File: config.mk
export PLATFORM = sky130hd
export DESIGN_NAME = pwm_deadtime
export DESIGN_NICKNAME = d
export VERILOG_FILES = /design/src/rtl/pwm_deadtime.sv
export SDC_FILE = /design/constraint.sdc
export NUM_CORES = 1
export LEC_CHECK = 0
export BUFFER_PORTS_ARGS = -buffer_cell sky130_fd_sc_hd__buf_4
export CAP_MARGIN = 20
export CORE_MARGIN = 3
export CORE_UTILIZATION = 50
export DETAILED_ROUTE_END_ITERATION = 10
export GPL_TIMING_DRIVEN = 1
export PLACE_DENSITY = 0.78
export SLEW_MARGIN = 20
export SYNTH_ARGS = -nofsm -noshare
export SYNTH_HDL_FRONTEND = slang
export SYNTH_SLANG_ARGS = --single-unit
export TNS_END_PERCENT = 100
File: constraint.sdc
create_clock -name PCLK -period 2.4 [get_ports PCLK]
set_input_delay 0.24 -clock PCLK [delete_from_list [all_inputs] [get_ports PCLK]]
set_output_delay 0.24 -clock PCLK [all_outputs]
set_load 0.01 [all_outputs]
File: src/rtl/pwm_deadtime.sv
// Complementary high/low gate-drive generator with programmable rising/falling dead-bands,
// per-output polarity and a synchronized external fault shutdown, configured over APB.
module pwm_deadtime #(
    parameter int CNT_W = 8
) (
    input  logic             PCLK,
    input  logic             PRESETn,
    input  logic             PENABLE,
    input  logic             PSELDT,
    input  logic [3:2]       PADDR,
    input  logic             PWRITE,
    input  logic [31:0]      PWDATA,
    output logic [31:0]      PRDATA,
    input  logic             PWM_IN,
    input  logic             FAULTn,
    output logic             PWM_H,
    output logic             PWM_L,
    output logic             INTdt
);
    typedef enum logic [2:0] {
        IDLE   = 3'd0,
        DEAD_R = 3'd1,
        H_ON   = 3'd2,
        DEAD_F = 3'd3,
        L_ON   = 3'd4
    } state_t;

    logic             en_q, invh_q, invl_q, ie_q, fault_sts_q;
    logic             en_d, invh_d, invl_d, ie_d, fault_sts_d;
    logic [CNT_W-1:0] rise_q, rise_d, fall_q, fall_d, cnt_q, cnt_d;
    logic             sync1_q, sync2_q;
    state_t           state_q, state_d;
    logic             pwm_h_q, pwm_l_q;
    logic             wr, rd, enter, enter_up;
    logic [7:0]       cnt8;
    logic             unused_pwdata;

    assign wr = PSELDT & PWRITE & PENABLE;
    assign rd = PSELDT & ~PWRITE & PENABLE;
    assign unused_pwdata = ^PWDATA;

    generate
        if (CNT_W >= 8) begin : g_cnt_trunc
            assign cnt8 = cnt_q[7:0];
        end else begin : g_cnt_ext
            assign cnt8 = {{(8 - CNT_W){1'b0}}, cnt_q};
        end
    endgenerate

    always_comb begin
        en_d   = en_q;
        invh_d = invh_q;
        invl_d = invl_q;
        ie_d   = ie_q;
        rise_d = rise_q;
        fall_d = fall_q;
        if (wr && PADDR == 2'd0) begin
            en_d   = PWDATA[0];
            invh_d = PWDATA[1];
            invl_d = PWDATA[2];
            ie_d   = PWDATA[3];
        end
        if (wr && PADDR == 2'd1) rise_d = PWDATA[CNT_W-1:0];
        if (wr && PADDR == 2'd2) fall_d = PWDATA[CNT_W-1:0];
        // A fault seen this cycle wins over a simultaneous write-1-to-clear.
        if (!sync2_q)
            fault_sts_d = 1'b1;
        else if (wr && PADDR == 2'd0 && PWDATA[4])
            fault_sts_d = 1'b0;
        else
            fault_sts_d = fault_sts_q;
    end

    always_comb begin
        state_d  = state_q;
        cnt_d    = cnt_q;
        enter    = 1'b0;
        enter_up = PWM_IN;
        if (!en_q || !sync2_q || fault_sts_q) begin
            state_d = IDLE;
            cnt_d   = '0;
        end else begin
            unique case (state_q)
                IDLE:   enter = 1'b1;
                L_ON:   enter = PWM_IN;
                H_ON:   enter = ~PWM_IN;
                DEAD_R: begin
                    if (!PWM_IN) begin
                        state_d = L_ON;
                        cnt_d   = '0;
                    end else if (cnt_q <= CNT_W'(1)) begin
                        state_d = H_ON;
                        cnt_d   = '0;
                    end else begin
                        cnt_d = cnt_q - CNT_W'(1);
                    end
                end
                DEAD_F: begin
                    if (PWM_IN) begin
                        state_d = H_ON;
                        cnt_d   = '0;
                    end else if (cnt_q <= CNT_W'(1)) begin
                        state_d = L_ON;
                        cnt_d   = '0;
                    end else begin
                        cnt_d = cnt_q - CNT_W'(1);
                    end
                end
                default: state_d = IDLE;
            endcase
            // A zero dead-band skips the dead state entirely.
            if (enter) begin
                if (enter_up) begin
                    state_d = (rise_q == '0) ? H_ON : DEAD_R;
                    cnt_d   = rise_q;
                end else begin
                    state_d = (fall_q == '0) ? L_ON : DEAD_F;
                    cnt_d   = fall_q;
                end
            end
        end
    end

    always_ff @(posedge PCLK or negedge PRESETn) begin
        if (!PRESETn) begin
            en_q        <= 1'b0;
            invh_q      <= 1'b0;
            invl_q      <= 1'b0;
            ie_q        <= 1'b0;
            fault_sts_q <= 1'b0;
            rise_q      <= '0;
            fall_q      <= '0;
            sync1_q     <= 1'b1;
            sync2_q     <= 1'b1;
            state_q     <= IDLE;
            cnt_q       <= '0;
            pwm_h_q     <= 1'b0;
            pwm_l_q     <= 1'b0;
        end else begin
            en_q        <= en_d;
            invh_q      <= invh_d;
            invl_q      <= invl_d;
            ie_q        <= ie_d;
            fault_sts_q <= fault_sts_d;
            rise_q      <= rise_d;
            fall_q      <= fall_d;
            sync1_q     <= FAULTn;
            sync2_q     <= sync1_q;
            state_q     <= state_d;
            cnt_q       <= cnt_d;
            pwm_h_q     <= (state_d == H_ON) ^ invh_d;
            pwm_l_q     <= (state_d == L_ON) ^ invl_d;
        end
    end

    always_comb begin
        PRDATA = 32'd0;
        if (rd) begin
            unique case (PADDR)
                2'd0:    PRDATA = {27'd0, fault_sts_q, ie_q, invl_q, invh_q, en_q};
                2'd1:    PRDATA = 32'(rise_q);
                2'd2:    PRDATA = 32'(fall_q);
                default: PRDATA = {16'd0, cnt8, 5'd0, state_q};
            endcase
        end
    end

    assign PWM_H = pwm_h_q;
    assign PWM_L = pwm_l_q;
    assign INTdt = fault_sts_q & ie_q;

endmodule

==> results.tsv, run 1 <==
metric	value	unit
status	completed	
syn2layout_area_growth	14.9	%
final_util	60.5	%
grtUsageTotal	20.7	%
worst_ir_drop_vdd	453	uV
ant_nets	0	
crit_fanout	4	
finalCritPeriodShare	83.5	%
syn_area	0.00232	mm2
antenna_found_initial	0	
finalCriticalPeriod	2000	ps
cap_viol_max_count	0	
cp.arrival	2180	ps
antennaDiodeCount	0	
drt_pass1_iterations	4	
setup_tns	0	ps
drt_iter0_drc	108	
timing.fmax	499	MHz
worstSetupEndpointType	flip-flop	
syn-instance-count	230	
grt_max_degree	37	
ys_warn_count	0	
clk_latency	280	ps
slew_headroom	51.3	%
die_w	74.2	um
hpwl	3.95	mm
start_util	52.7	%
cts_tree	yes	
clkSinkCount	36	
num_vias	1861	
clockBufferDepth	2	
drc	0	
wl_per_cell	16.5	um
leakagePower	1.18	nW
cts_buffers	5	
gr-total-overflow	0	
vias_per_cell	5.78	
setup_viol	0	
synth_seq_cells	36	
dieArea	0.00550	mm2
cts.htree.levels	2	
cp-start-kind	flip-flop	
portBuffers	35	
crit_required	2570	ps
grt_pass1_wl	8.76	mm
io_pins	76	
finalHoldViolCount	0	
drive_gt1_share	31.5	%
rows	24	
cts_setup_buffers	0	
cts_resized	0	
slew_violations	0	
power_density	592	mW/mm2
clk_pin_slew	70	ps
worstMarginPinSlew	727	ps
die-height	74.2	um
coreArea	0.00441	mm2
fin_skew	3.33	ps
fill_cells	382	
min_path_type	primary input to flip-flop	
nNetsFinal	312	
p_total	0.00158	W
globalplace.congestion	0.926	
root_buffer	clkbuf_8	
cts_hold_buf	1	
synth.distinct_cells	53	
wl	5.33	mm
seq_area_frac_synth	38.9	%
critPathKind	flip-flop to flip-flop	
rsz0062_at_grt	no	
reg2reg_slack	400	ps
synth.avg_cell_area	10.1	um2
first_global_vias	1812	
==> area by class of cell <==
cell class	count	area, um2	area share, %
well taps	52	65.1	2.44
repair buffers	41	310	11.6
inverters	8	30.0	1.12
clock inverters	2	10.0	0.375
clock buffers	6	82.6	3.09
flip-flops and latches	36	903	33.8
multi-input cells	177	1270	47.5
==> stage by stage <==
| stage | setup WS (ps) | instances | hold slack (ps) | instance area (um2) |
|---|---|---|---|---|
| after global placement | 415 | 313 | 222 | 2570 |
| after global routing | 244 | 322 | 46.6 | 2670 |
| final | 396 | 322 | 58.2 | 2670 |
| after CTS | 394 | 322 | 51.0 | 2670 |
| after floorplan | 517 | 245 | -55.6 | 2380 |
| after detailed placement | 421 | 313 | 227 | 2570 |
==> metal layers <==
layer | up-vias | global-route usage, % | share of wire (%)
li1 | 872 | - | -
met1 | 915 | 27.4 | 43
met2 | 71 | 35.3 | 50
met3 | 3 | 3.78 | 6.6
met4 | 0 | 4.63 | 0.68
met5 | - | 0 | 0
==> cells by family (layout without fill, tap and decap cells) <==
family	count (synthesis)	in the layout	synth area share [%]
buffers and inverters	32	57	8.99
muxes	33	33	16.9
DFF	36	36	38.9
and+or+nand+nor	74	74	18.5
AOI/OAI and AO/OA	48	48	14.0
other	1	16	0.161
xor gates and xnor gates	4	4	1.51
adders and majority gates	2	2	1.08
==> path summary, 6_finish.rpt <==
kind                                  end  cells after the start    start
worst max-delay path                PWM_H                      8  cnt8[0]
worst max register to register      PWM_H                      8  cnt8[0]
worst min register to register    sync2_q                      0  sync1_q
max in group asynchronous         sync1_q                      2  PRESETn
min in group asynchronous       rise_q[2]                      2  PRESETn
worst min-delay path              sync1_q                      1   FAULTn
==> state kept, by name, indices dropped and copies added (netlist names) <==
signal	flops
PWM_L	1
fall_q	8
rise_q	8
PWM_H	1
sync1_q	1
en_q	1
invh_q	1
cnt8	8
state_q	3
ie_q	1
sync2_q	1
fault_sts_q	1
invl_q	1
==> power by group <==
group	internal (W)	total, W	switching, W
clock	0.000229	0.000449	0.000220
sequential	0.000696	0.000788	0.0000914
combinational	0.000190	0.000345	0.000154
==> Yosys cell counts, drive strengths merged <==
cell type	count	area, um2
mux4	3	67.6
inv	8	30.0
nor4	1	21.3
a31oi	2	27.5
mux2	20	225
a41oi	1	8.76
o21ai	15	75.1
o21bai	1	7.51
nand3	3	20.0
buf	21	158
nand3b	2	15.0
conb	1	3.75
nor2	21	78.8
or2	3	18.8
nand4	2	12.5
ha	2	25.0
mux2i	10	100
o211a	2	20.0
nor3b	5	47.5
and2	6	37.5
xor2	2	17.5
nor4b	1	8.76
a21oi	11	55.1
a211o	1	8.76
nor2b	7	43.8
o211ai	2	15.0
dfstp	2	52.6
or4	3	30.0
nand2b	1	6.26
clkbuf	3	21.3
or3	3	20.0
nand2	9	33.8
o21a	2	15.0
a211oi	3	27.5
nor3	7	35.0
a22oi	3	22.5
o22a	2	17.5
a31o	2	17.5
dfrtp	34	851
xnor2	2	17.5
o221ai	1	8.76
==> cell usage in the layout, fill, tap and decap left out, drive strengths merged, types with 5 or more instances in the layout <==
cell / instances
buf: 40
dfrtp: 34
nor2: 21
mux2: 20
conb: 16
o21ai: 15
a21oi: 11
mux2i: 10
nand2: 9
inv: 8
nor3: 7
nor2b: 7
and2: 6
clkbuf: 6
nor3b: 5
==> worst max-delay path, cell delays in order (launching register included) <==
cell	delay, ps
dfrtp_1	370
inv_1	90
ha_1	240
or2_2	310
nand3_1	160
a21oi_1	90
o221ai_1	360
nand3_2	120
xnor2_1	140
Power figures use the tool's default switching activity.
==> run 2: changes to the inputs <==
--- a/config.mk
+++ b/config.mk
@@ -8,10 +8,10 @@
 export BUFFER_PORTS_ARGS = -buffer_cell sky130_fd_sc_hd__buf_4
 export CAP_MARGIN = 20
 export CORE_MARGIN = 3
-export CORE_UTILIZATION = 50
+export CORE_UTILIZATION = 46
 export DETAILED_ROUTE_END_ITERATION = 10
 export GPL_TIMING_DRIVEN = 1
-export PLACE_DENSITY = 0.78
+export PLACE_DENSITY = 0.75
 export SLEW_MARGIN = 20
 export SYNTH_ARGS = -nofsm -noshare
 export SYNTH_HDL_FRONTEND = slang
==> constraint.sdc (replaced) <==
create_clock -name PCLK -period 1.83 [get_ports PCLK]
set_input_delay 0.183 -clock PCLK [delete_from_list [all_inputs] [get_ports PCLK]]
set_output_delay 0.183 -clock PCLK [all_outputs]
set_load 0.01 [all_outputs]
==> results.tsv, run 2 (synthesis gave the netlist of run 1 again) <==
metric	value	unit
path_buf_inv	0	
slew_violations	0	
finalCritPeriodShare	98.8	%
cap_viol_max_count	0	
power_density	742	mW/mm2
cp_slowest_cell	or4_4	
crit_fanout	2	
root_buffer	clkbuf_8	
clk_latency	290	ps
rows	25	
gr-usage-met2	34.6	%
switching_power	0.000635	W
start_util	48.3	%
p_int	0.00160	W
finalCriticalPeriod	1810	ps
die_w	77.1	um
cts_tree	yes	
cp_cell_sequence	or4_4, o21ai_1, nor4b_2, a31o_1, nand3_2, xnor2_1	
ant_nets	0	
first_global_vias	2011	
globalplace.congestion	0.925	
mostFrequentLayoutCells	buf_4, dfrtp_1, nor2_1	
cts.htree.levels	2	
swShare	28.4	%
critical-path-max-stage-delay	550	ps
final_common_cell	buf_4	
drt_iter0_drc	189	
io_pins	76	
leakagePower	1.37	nW
antennaDiodeCount	0	
rsz0062_at_grt	yes	
vias_per_cell	5.35	
setup_viol	0	
clk_pin_slew	70	ps
drt_pass1_iterations	4	
drive_gt1_share	40.8	%
coreArea	0.00482	mm2
num_vias	1986	
seqPwrFrac	44.2	%
slew_headroom	63.7	%
hpwl	4.31	mm
cp-start-kind	flip-flop	
min_path_type	primary input to flip-flop	
worstSetupEndpointType	flip-flop	
cts_buffers	5	
fin_skew	8.94	ps
cp.arrival	1980	ps
use_met3	3.40	%
clkSinkCount	36	
pre_cts_ws	-25.1	ps
grt-busiest-layer	met2	
finalHoldViolCount	0	
worstMarginPinSlew	541	ps
grtUsageTotal	20.4	%
final_util	62.6	%
antenna_found_initial	0	
gr-usage-met1	27.1	%
crit_required	2000	ps
status	completed	
timing.fmax	553	MHz
grt_max_degree	37	
cp_top_family	simple AND/OR/NAND/NOR gates	
clockPowerShare	27.9	%
wl_per_cell	15.4	um
comb_power_share	27.9	%
critPathKind	flip-flop to flip-flop	
wl	5.71	mm
dieArea	0.00594	mm2
drc	0	
setup_ws	21.9	ps
clockBufferDepth	2	
worst_ir_drop_vdd	451	uV
grt_pass1_wl	9.62	mm
nNetsFinal	346	
gr-total-overflow	0	
syn2layout_area_growth	29.7	%
portBuffers	35	
die-height	77.1	um
-- run 2: final timing paths --
path,start,to,slack (ps),depth (start not counted)
min reg2reg,sync1_q,sync2_q,360,0
max reg2reg,rise_q[6],PWM_H,20,6
min in group asynchronous,PRESETn,cnt8[1],390,2
max in group asynchronous,PRESETn,sync1_q,1090,2
min,PWDATA[7],rise_q[7],140,2
max,rise_q[6],PWM_H,20,6
-- run 2: timing repair --
item / CTS / global route
endpoints found under the setup margin: 4 / 7
gates resized for setup: 4 / 4
hold buffers: 2 / 0
buffers inserted: 1 / 1
pin swaps: 2 / 1
endpoints found under the hold margin: 35 / 0
-- run 2: layout make-up --
type / count / area, um2
timing repair buffer: 75 / 568
tap: 67 / 83.8
sequential: 36 / 903
multi-input combinational: 177 / 1330
inverter: 8 / 30.0
fill: 424 / 1800
clock buffer: 8 / 100
-- run 2: per-layer routing --
metal	vias up	routed length, um
li1	937	-
met1	963	2450
met2	80	2860
met3	6	356
met4	0	39
met5	-	0
-- run 2: through the flow --
| stage | area (um2) | power, W | cells | hold slack (ps) | TNS, ps |
|---|---|---|---|---|---|
| finish | 3020 | 0.00224 | 371 | 137 | 0 |
| global route | 3020 | 0.00235 | 371 | 131 | -77.4 |
| CTS | 2980 | 0.00224 | 370 | 133 | 0 |
| detailed placement | 2830 | 0.00162 | 359 | 166 | -25.1 |
| global placement | 2830 | 0.00159 | 359 | 157 | -0.891 |
| floorplan | 2390 | 0.00135 | 245 | -113 | 0 |
-- run 2: power groups by stage --
stage	Sequential, W	Clock (W)	Combinational (W)
3_3_place_gp	0.00100	0	0.000594
5_1_grt	0.00100	0.000663	0.000678
6_report	0.000990	0.000623	0.000624
4_1_cts	0.000990	0.000629	0.000620
2_1_floorplan	0.00101	0	0.000345
3_5_place_dp	0.00101	0	0.000612
-- run 2: worst reg2reg max path: stages, from the launching register on --
cell     delay, ps
dfrtp_1        400
or4_4          550
o21ai_1        130
nor4b_2        230
a31o_1         180
nand3_2         80
xnor2_1        130
